**config.mk**
```make
export PLATFORM = sky130hd
export DESIGN_NAME = mult_share_arbiter
export DESIGN_NICKNAME = d
export VERILOG_FILES = /design/src/rtl/mult_share_arbiter.sv
export SDC_FILE = /design/constraint.sdc
export NUM_CORES = 1
export LEC_CHECK = 0
export BUFFER_PORTS_ARGS = -buffer_cell sky130_fd_sc_hd__buf_2
export CORE_ASPECT_RATIO = 0.75
export CORE_UTILIZATION = 51
export CTS_CLUSTER_SIZE = 20
export DETAILED_ROUTE_END_ITERATION = 8
export MAX_ROUTING_LAYER = met4
export PLACE_DENSITY_LB_ADDON = 0.3
export SYNTH_ARGS = -nofsm -noshare
export SYNTH_HDL_FRONTEND = slang
export SYNTH_HIERARCHICAL = 1
export SYNTH_SLANG_ARGS = --single-unit
```
**constraint.sdc**
```tcl
create_clock -name clk -period 3.4 [get_ports clk]
set_input_delay 0.68 -clock clk [delete_from_list [all_inputs] [get_ports clk]]
set_output_delay 0.68 -clock clk [all_outputs]
set_load 0.02 [all_outputs]
```
**src/rtl/mult_share_arbiter.sv**
```systemverilog
// mult_share_arbiter: round-robin sharing of one 4x4 unsigned multiplier
// (tt_um_mult) among NREQ requesters, with registered operands, a registered
// product and a valid/ready response channel tagged with the requester ID.
// Optional build macro MULT_SHARE_ARB_BYPASS_EN: when defined, the round-robin
// arbitration also runs in RESP during the cycle the response is accepted, so
// back-to-back operations take 2 cycles instead of 3.

module tt_um_mult (
   input  logic [3:0] X,
   input  logic [3:0] Y,
   output logic [7:0] Z2
);
   assign Z2 = {4'b0, X} * {4'b0, Y};
endmodule

module mult_share_arbiter #(
   parameter int NREQ = 4,
   parameter int ID_W = 2
) (
   input  logic                 clk,
   input  logic                 rst,
   input  logic [NREQ-1:0]      req_valid,
   input  logic [4*NREQ-1:0]    req_x,
   input  logic [4*NREQ-1:0]    req_y,
   output logic [NREQ-1:0]      req_ready,
   output logic                 rsp_valid,
   output logic [7:0]           rsp_data,
   output logic [ID_W-1:0]      rsp_id,
   input  logic                 rsp_ready
);

   typedef enum logic [1:0] {IDLE, CALC, RESP} state_t;

   state_t            state_q, state_d;
   logic [ID_W-1:0]   rr_q, rr_d;
   logic [3:0]        x_q, x_d, y_q, y_d;
   logic [ID_W-1:0]   id_q, id_d;
   logic              rsp_valid_q, rsp_valid_d;
   logic [7:0]        rsp_data_q, rsp_data_d;
   logic [ID_W-1:0]   rsp_id_q, rsp_id_d;

   logic              found;
   logic [ID_W-1:0]   gnt_idx;
   logic [ID_W:0]     sum;
   logic              arb_en;
   logic              grant;
   logic [7:0]        z2;

   // Single shared multiplier, fed only from the latched operands.
   tt_um_mult u_mult (
      .X  (x_q),
      .Y  (y_q),
      .Z2 (z2)
   );

   // Round-robin search: first valid requester at or after rr_q, wrapping.
   always_comb begin
      found   = 1'b0;
      gnt_idx = '0;
      sum     = '0;
      for (int k = 0; k < NREQ; k++) begin
         sum = {1'b0, rr_q} + (ID_W+1)'(k);
         if (sum >= (ID_W+1)'(NREQ)) sum = sum - (ID_W+1)'(NREQ);
         if (!found && req_valid[sum[ID_W-1:0]]) begin
            found   = 1'b1;
            gnt_idx = sum[ID_W-1:0];
         end
      end
   end

`ifdef MULT_SHARE_ARB_BYPASS_EN
   assign arb_en = (state_q == IDLE) || ((state_q == RESP) && rsp_ready);
`else
   assign arb_en = (state_q == IDLE);
`endif

   // A grant is never offered while reset is asserted.
   assign grant = arb_en && found && !rst;

   // One-hot ready toward the winning requester.
   always_comb begin
      req_ready = '0;
      if (grant) req_ready[gnt_idx] = 1'b1;
   end

   // Next-state logic: arbitrate/latch, compute, hold response until taken.
   always_comb begin
      state_d     = state_q;
      rr_d        = rr_q;
      x_d         = x_q;
      y_d         = y_q;
      id_d        = id_q;
      rsp_valid_d = rsp_valid_q;
      rsp_data_d  = rsp_data_q;
      rsp_id_d    = rsp_id_q;
      case (state_q)
         IDLE: ;
         CALC: begin
            rsp_data_d  = z2;
            rsp_id_d    = id_q;
            rsp_valid_d = 1'b1;
            state_d     = RESP;
         end
         RESP: begin
            if (rsp_ready) begin
               rsp_valid_d = 1'b0;
               state_d     = IDLE;
            end
         end
         default: state_d = IDLE;
      endcase
      // Grant only fires in IDLE, or in RESP on acceptance when bypass is built.
      if (grant) begin
         x_d     = req_x[4*gnt_idx +: 4];
         y_d     = req_y[4*gnt_idx +: 4];
         id_d    = gnt_idx;
         rr_d    = (gnt_idx == ID_W'(NREQ-1)) ? '0 : gnt_idx + 1'b1;
         state_d = CALC;
      end
   end

   // State registers with synchronous reset; reset drops any in-flight result.
   always_ff @(posedge clk) begin
      if (rst) begin
         state_q     <= IDLE;
         rr_q        <= '0;
         x_q         <= '0;
         y_q         <= '0;
         id_q        <= '0;
         rsp_valid_q <= 1'b0;
         rsp_data_q  <= 8'h00;
         rsp_id_q    <= '0;
      end else begin
         state_q     <= state_d;
         rr_q        <= rr_d;
         x_q         <= x_d;
         y_q         <= y_d;
         id_q        <= id_d;
         rsp_valid_q <= rsp_valid_d;
         rsp_data_q  <= rsp_data_d;
         rsp_id_q    <= rsp_id_d;
      end
   end

   assign rsp_valid = rsp_valid_q;
   assign rsp_data  = rsp_data_q;
   assign rsp_id    = rsp_id_q;

endmodule

```
# ---- After elaboration in Yosys (flattened, before gate mapping)
# Index checks and enable logic that the tools add are counted.
dict set report totals {
  inputBits 39
  regBits 25
}
dict set report classes {
  bitwise_logic 1
  eq_ne 6
  muxes 29
  n_shift 2
  n_mul 1
  n_addsub 8
  reduce_logical 16
  magnitude_cmp 10
}
# op n
set ops {}
lappend ops {{16-bit by 5-bit indexed part select with 4-bit output} 2}
lappend ops {{2-bit 2-to-1 mux} 10}
lappend ops {{2-bit by 3-bit < comparator with 1-bit output, second input constant} 5}
lappend ops {{1-bit 2-to-1 mux} 11}
lappend ops {{3-bit greater-or-equal comparator, second input constant} 3}
lappend ops {{1-bit binary-select mux with 2-bit select} 4}
lappend ops {{4-bit by 4-bit multiplier with 8-bit output} 1}
lappend ops {{2-bit by 1-bit subtractor with 2-bit output, second input constant} 4}
lappend ops {{2-bit by 2-bit adder with 3-bit output, second input constant} 2}
lappend ops {{1-bit logical AND} 6}
lappend ops {{2-bit one-hot mux with 3 select lines} 1}
lappend ops {{2-bit AND reduction} 3}
lappend ops {{2-bit equality test, second input constant} 2}
lappend ops {{1-bit logical NOT} 4}
lappend ops {{4-bit 2-to-1 mux} 1}
lappend ops {{2-bit by 1-bit adder with 3-bit output, second input constant} 1}
lappend ops {{2-bit by 3-bit greater-or-equal comparator with 1-bit output, second input constant} 1}
lappend ops {{3-bit != test, second input constant} 1}
lappend ops {{2-bit by 1-bit adder with 2-bit output, second input constant} 1}
lappend ops {{1-bit demux with 2-bit select} 1}
lappend ops {{2-bit by 1-bit equality test with 1-bit output, second input constant} 1}
lappend ops {{2-bit by 1-bit greater-or-equal comparator with 1-bit output, second input constant} 1}
lappend ops {{2-bit logical NOT} 1}
lappend ops {{2-bit by 1-bit != test with 1-bit output, second input constant} 1}
lappend ops {{other kinds (5)} 5}

# ---- Longest topological paths before layout
# Gate-level depths: netlist of the first run.
dict set report depth {
  word_depth 19
  mapped_depth 10
  depth_no_buf 10
}

# ---- By module
# Netlist of the first run, hierarchy kept.
# module seq_area_each_um2 area_per_inst_um2 n_inst cells_per_inst
set modules_own_cells {}
lappend modules_own_cells {mult_share_arbiter 500.5 1261.2 1 139}
lappend modules_own_cells {tt_um_mult 0.0 447.9 1 51}

# ---- Worst setup path before layout of the first run
# Ideal clock, no wire load.
dict set report synth_path {
  kind {register to register}
  startpoint {register x_q[0]}
  endpoint {register rsp_data_q[7], in the netlist rsp_data[7]}
  path_buffers 0
  slack_ns 0.687
  arrival_ns 2.643
  path_stages_with_launch 11
  cell_sequence {dfxtp_1 -> nand2_1 -> fa_1 -> inv_1 -> fa_1 -> ha_1 -> a211oi_1 -> or4b_1 -> o2111ai_1 -> nand2_1 -> a21oi_1}
}
dict set report synth_via {
  elab_chain_cells 1
}
# element line_no
set synth_rtl {}
lappend synth_rtl {{start: declaration} 36} ;# logic [3:0] x_q, x_d, y_q, y_d;
lappend synth_rtl {{start signal: assignment} 127} ;# x_q <= '0;
lappend synth_rtl {{start signal: assignment} 136} ;# x_q <= x_d;
lappend synth_rtl {{4-bit by 4-bit multiplier with 8-bit output} 13} ;# assign Z2 = {4'b0, X} * {4'b0, Y};
lappend synth_rtl {{via z2[7]} 47} ;# logic [7:0] z2;
lappend synth_rtl {{end signal: assignment} 140} ;# rsp_data_q <= rsp_data_d;
lappend synth_rtl {{end: declaration} 39} ;# logic [7:0] rsp_data_q, rsp_data_d;
# The timed path passes the listed nets, and every way through them passes these cells.
# A chain may end at the register's enable or synchronous reset.

# ---- Worst setup path after layout of the first run
# Ends and elaborated chain as after synthesis.

==> results of run 1 <==
-- how the worst max path moves through the flow --
stage | from | to | slack, ns | cells after the start
floorplan | x_q[0] | rsp_data[7] | 0.69 | 10
global placement | x_q[0] | rsp_data[7] | 0.59 | 10
detailed placement | x_q[0] | rsp_data[7] | 0.51 | 10
CTS | x_q[0] | rsp_data[7] | 0.47 | 10
global route | x_q[0] | rsp_data[7] | 0.31 | 10
finish | x_q[0] | rsp_data[7] | 0.47 | 10
-- cell usage in the layout (no fill, tap or decap), types with 2 or more instances in the layout --
cell type	n
nand2b_1	3
buf_2	53
o221ai_1	8
ha_1	16
clkbuf_8	3
nor2_1	5
o21ai_0	2
fa_1	4
mux2i_1	18
nor3b_1	2
and2_1	18
xnor2_1	2
nand2_1	24
inv_1	10
a21oi_1	18
nand2_2	2
dfxtp_1	25
nand3b_1	9
-- power by group through the flow --
stage | logic [uW] | registers, uW | clock network, uW
finish | 270 | 363 | 179
global route | 303 | 369 | 193
CTS | 272 | 363 | 180
detailed placement | 269 | 369 | 0
global placement | 266 | 366 | 0
floorplan | 212 | 366 | 0
-- registers in the layout, indices dropped and copies added (netlist names) --
register	count
y_q	4
rsp_data	8
state_q	2
id_q	2
x_q	4
rr_q	2
rsp_valid	1
rsp_id	2
-- metal layers --
layer	wire length, um	track usage	vias up	part of all wire
met2	1390	0.330	41	0.41
met5	0	-	-	0
met4	8	0.0306	0	0.0024
met1	1820	0.272	636	0.54
li1	-	-	771	-
met3	155	0.0526	2	0.046
-- through the flow --
step,cell area (um^2),total power (uW),hold WS [ns]
2_1_floorplan,1710,578,0.432
3_3_place_gp,1980,632,0.440
3_5_place_dp,1980,638,0.443
4_1_cts,2020,815,0.455
5_1_grt,2020,865,0.467
6_report,2020,812,0.453
-- critical path, cell delays in order (launching register included) --
cell and delay [ns]:
dfxtp_1 0.40, nand2_1 0.10, fa_1 0.54, inv_1 0.06
fa_1 0.52, ha_1 0.33, a211oi_1 0.08, or4b_1 0.51
o2111ai_1 0.11, nand2_1 0.07, a21oi_1 0.14
-- layout make-up --
class                   instances  area (um^2)  area share
well taps                      38         47.5      0.0235
multi-input cells             148         1120       0.553
repair buffers                 54          273       0.135
clock inverters                 1         5.00     0.00247
clock buffers                   3         41.3      0.0204
inverters                      10         37.5      0.0185
flip-flops and latches         25          500       0.247
-- cell families after synthesis --
logic type / count (synthesis)
and+or+nand+nor: 70
DFF: 25
adders and majority gates: 20
buffers and inverters: 17
xor gates and xnor gates: 3
muxes: 18
AOI/OAI and AO/OA: 37
==> impl_metrics.json, run 1 <==
{
  "outcome": "completed",
  "worstMarginPinSlew_ns": 0.698,
  "ctsHoldBuffers": 0,
  "switching_share": 0.342,
  "wire_per_inst_um": 12.1,
  "layout-drive-gt1-share": 0.266,
  "gp_congestion": 0.815,
  "cts_tree": "yes",
  "finalMaxSlewViolations": 0,
  "synth_nets": 249,
  "core_area_um2": 3060,
  "synth_top_family_by_area": "simple AND/OR/NAND/NOR gates",
  "peakVddDrop_uv": 219,
  "cts_resized": 0,
  "n_fill_cell": 276,
  "finalHoldViolations": 0,
  "power.internal_uw": 534,
  "rsz0062_at_grt": "no",
  "cts_buffer_depth": 2,
  "synth_top_area_share": 0.293,
  "final.setup.worst_slack_ns": 0.472,
  "viasPerCell": 5.20,
  "dr_total_vias": 1450,
  "p_leak_uw": 0.00105,
  "grt_pass1_vias": 1276,
  "cts_buffers": 3,
  "ys_ff_latch": 25,
  "grt_overflow": 0,
  "whs_endpoint": "rsp_data[3]",
  "worstSetupStartpointType": "register",
  "postSynth.topFlopCell": "dfxtp_1",
  "final_antenna_net_count": 0,
  "yosysWarnings": 6,
  "die_w_um": 68.8,
  "yosysTopAreaCell": "dfxtp_1",
  "grt_pass1_wl_mm": 5.44,
  "synthAdderAreaFrac": 0.164,
  "p_clk_frac": 0.220,
  "stdcell_count": 279,
  "htreeDepth": 1,
  "fin_tns_setup_ns": 0,
  "clkTransAtPathRegs_ns": 0.09,
  "period_needed_ns": 2.93,
  "grt_max_degree": 26,
  "netlist_top_cells_count": "25 x dfxtp_1, 24 x nand2_1, 18 x a21oi_1, 18 x and2_1, 18 x mux2i_1",
  "area_growth_pct": 18.4,
  "clk_latency_ns": 0.27,
  "root_buffer": "clkbuf_8",
  "syn_avg_cell_area_um2": 9.00,
  "worstSetupPathType": "register to register",
  "synth-simple-area-share": 0.231,
  "synthMuxAreaShare": 0.105,
  "hold_class": "register to register",
  "slew_headroom": 0.534,
  "p_sw_uw": 277,
  "r2r-end": "rsp_data[7]",
  "seq_area_frac_synth": 0.293,
  "min_path_cells": 2,
  "track_usage": 0.208,
  "drcViolationCount": 0,
  "worstPathArrival_ns": 3.13,
  "antenna_found_initial": 0,
  "share_seq_of_total_power": 0.447,
  "regToRegStartpoint": "x_q[0]",
  "io_buffers": 53,
  "die_h_um": 52.1,
  "fin_skew_ns": 0.00668,
  "dp_slack_ns": 0.509,
  "pwr-share-comb": 0.332,
  "syn_inst": 190,
  "drtPass1Iterations": 4,
  "async_flop_share": 0,
  "power_density_nw_per_um2": 401,
  "num_antenna_cells": 0,
  "placed_cells": 275,
  "r2r_cells": 10,
  "dp_hpwl_mm": 2.65,
  "start_util": 0.558,
  "synth.distinct_cells": 37,
  "min_from": "rsp_data[3]",
  "layout.nets": 301,
  "endpoint_kind": "register",
  "die_area_um2": 3590,
  "rows": 17,
  "final_util": 0.661,
  "critPathMaxFanout": 5,
  "setup-violations-final": 0,
  "wl_mm": 3.37,
  "synthTopCellsByArea": "dfxtp_1 29%, ha_1 12%, mux2i_1 11%, and2_1 6.6%, a21oi_1 5.3%",
  "clock_sinks": 25,
  "synth_xor_area_frac": 0.0154,
  "cts_setup_buffers": 0,
  "synth_most_common_cell": "dfxtp_1",
  "pin_count": 54,
  "first_iter_violations": 44,
  "period_share": 0.861,
  "synth-edff-count": 0,
  "fmax_ghz": 0.341,
  "synth_compound_area_frac": 0.140,
  "critPathRequiredTime_ns": 3.60,
  "synth_area_um2": 1710,
  "r2r_setup_slack_ns": 0.47,
  "drv_cap": 0
}
(Power assumes the default switching activity.)
==> run 2: changes to the inputs <==
--- a/config.mk
+++ b/config.mk
@@ -12,6 +12,7 @@
 export DETAILED_ROUTE_END_ITERATION = 8
 export MAX_ROUTING_LAYER = met4
 export PLACE_DENSITY_LB_ADDON = 0.3
+export REMOVE_ABC_BUFFERS = 1
 export SYNTH_ARGS = -nofsm -noshare
 export SYNTH_HDL_FRONTEND = slang
 export SYNTH_HIERARCHICAL = 1
==> impl_metrics.json, run 2 (synthesis gave the netlist of run 1 again) <==
{
  "path_buf_inv": 1,
  "worstSetupStartpointType": "register",
  "critPathRequiredTime_ns": 3.60,
  "peakVddDrop_uv": 219,
  "wire_per_inst_um": 11.8,
  "placed_cells": 275,
  "final_cell_mix": "53 x buf_2, 25 x dfxtp_1, 24 x nand2_1",
  "largest_register_ffs": 8,
  "rows": 17,
  "io_buffers": 53,
  "dp_hpwl_mm": 2.60,
  "fmax_ghz": 0.348,
  "cts_tree": "yes",
  "drv_cap": 0,
  "core_area_um2": 3060,
  "clk_latency_ns": 0.26,
  "grt_max_degree": 26,
  "slew_headroom": 0.560,
  "stdcell_count": 279,
  "critical-path-top-delay-family": "adder cells",
  "die_w_um": 68.8,
  "die_h_um": 52.1,
  "worstPathArrival_ns": 3.08,
  "wl_mm": 3.31,
  "clock_sinks": 25,
  "r2r_setup_slack_ns": 0.53,
  "antenna_found_initial": 0,
  "fin_tns_setup_ns": 0,
  "critPathMaxFanout": 5,
  "path_cells": "nand2_1 > fa_1 > inv_1 > fa_1 > ha_1 > a211oi_1 > or4b_1 > o2111ai_1 > nand2_1 > a21oi_1",
  "met2WireLength_mm": 1.39,
  "drcViolationCount": 0,
  "route.met3.wl_um": 180,
  "area_growth_pct": 18.4,
  "layout_commonest_cell": "buf_2",
  "start_util": 0.558,
  "viasPerCell": 5.22,
  "htreeDepth": 1,
  "placed_cell_area_um2": 1980,
  "root_buffer": "clkbuf_8",
  "period_share": 0.845,
  "grt_pass1_wl_mm": 5.47,
  "hold_class": "register to register",
  "grt_pass1_vias": 1233,
  "slowest_delay_ns": 0.53,
  "fin_area_um2": 2020,
  "cts_resized": 0,
  "die_area_um2": 3590,
  "pin_count": 54,
  "clkTransAtPathRegs_ns": 0.09,
  "seqCellArea_um2": 500,
  "worstMarginPinSlew_ns": 0.659,
  "r2r-end": "rsp_data[7]",
  "first_iter_violations": 47,
  "cts_setup_buffers": 0,
  "outcome": "completed",
  "cts_buffers": 3,
  "final_util": 0.661,
  "finalMaxSlewViolations": 0,
  "fin_skew_ns": 0.00183,
  "gp_congestion": 0.780,
  "regToRegStartpoint": "y_q[3]",
  "min_path_cells": 2,
  "layout.nets": 301,
  "finalHoldViolations": 0,
  "grt_overflow": 0,
  "ctsHoldBuffers": 0,
  "dr_total_vias": 1455,
  "multi_input_area_um2": 1120,
  "p_leak_uw": 0.00105,
  "n_fill_cell": 267,
  "critPathSlowestCell": "fa_1",
  "period_needed_ns": 2.87,
  "min_from": "rsp_data[3]",
  "endpoint_kind": "register",
  "num_antenna_cells": 0,
  "cts_buffer_depth": 2,
  "worstSetupPathType": "register to register",
  "track_usage": 0.213,
  "whs_endpoint": "rsp_data[3]",
  "wl_met1_mm": 1.71,
  "drtPass1Iterations": 4,
  "dr.max_layer_used": "met4",
  "rsz0062_at_grt": "no",
  "setup-violations-final": 0,
  "final_antenna_net_count": 0,
  "r2r_cells": 10,
  "layout-drive-gt1-share": 0.266,
  "power_density_nw_per_um2": 397
}
-- run 2: area by class of cell --
type / instances / share of cell area
Clock inverter: 1 / 0.00247
Tap cell: 38 / 0.0235
Clock buffer: 3 / 0.0204
Multi-Input combinational cell: 148 / 0.553
Timing Repair Buffer: 54 / 0.135
Inverter: 10 / 0.0185
Sequential cell: 25 / 0.247
-- run 2: how the worst max path moves through the flow --
| stage | cells past startpoint | slack (ns) | start | end |
|---|---|---|---|---|
| after CTS | 10 | 0.52 | y_q[3] | rsp_data[6] |
| final | 10 | 0.53 | y_q[3] | rsp_data[7] |
| after global routing | 10 | 0.38 | y_q[3] | rsp_data[7] |
| after detailed placement | 10 | 0.54 | y_q[3] | rsp_data[7] |
| after floorplan | 6 | 0.64 | req_valid[1] | req_ready[1] |
| after global placement | 10 | 0.59 | y_q[3] | rsp_data[7] |
-- run 2: where the power goes --
part / switching, uW / internal (uW) / total [uW]
Clock: 91.8 / 81.9 / 174
Sequential: 33.3 / 329 / 362
Combinational: 145 / 123 / 268
Total: 271 / 534 / 804
-- run 2: routing by layer --
metal / up-vias / GRT usage
met5: - / -
met4: 0 / 0.0408
met3: 2 / 0.0592
met2: 50 / 0.316
met1: 630 / 0.290
li1: 773 / -
-- run 2: worst min-delay path: cells and delay by family (launching register included) --
kind	cells	cell delay (ns)
AOI/OAI and AO/OA	1	0.05
DFF	1	0.31
and+or+nand+nor	1	0.05
-- run 2: per-stage QoR --
step	total power (uW)	hold slack [ns]	worst slack (ns)
finish	804	0.453	0.527
global route	863	0.474	0.379
CTS	806	0.455	0.524
detailed placement	635	0.443	0.540
global placement	632	0.440	0.585
floorplan	555	0.425	0.639
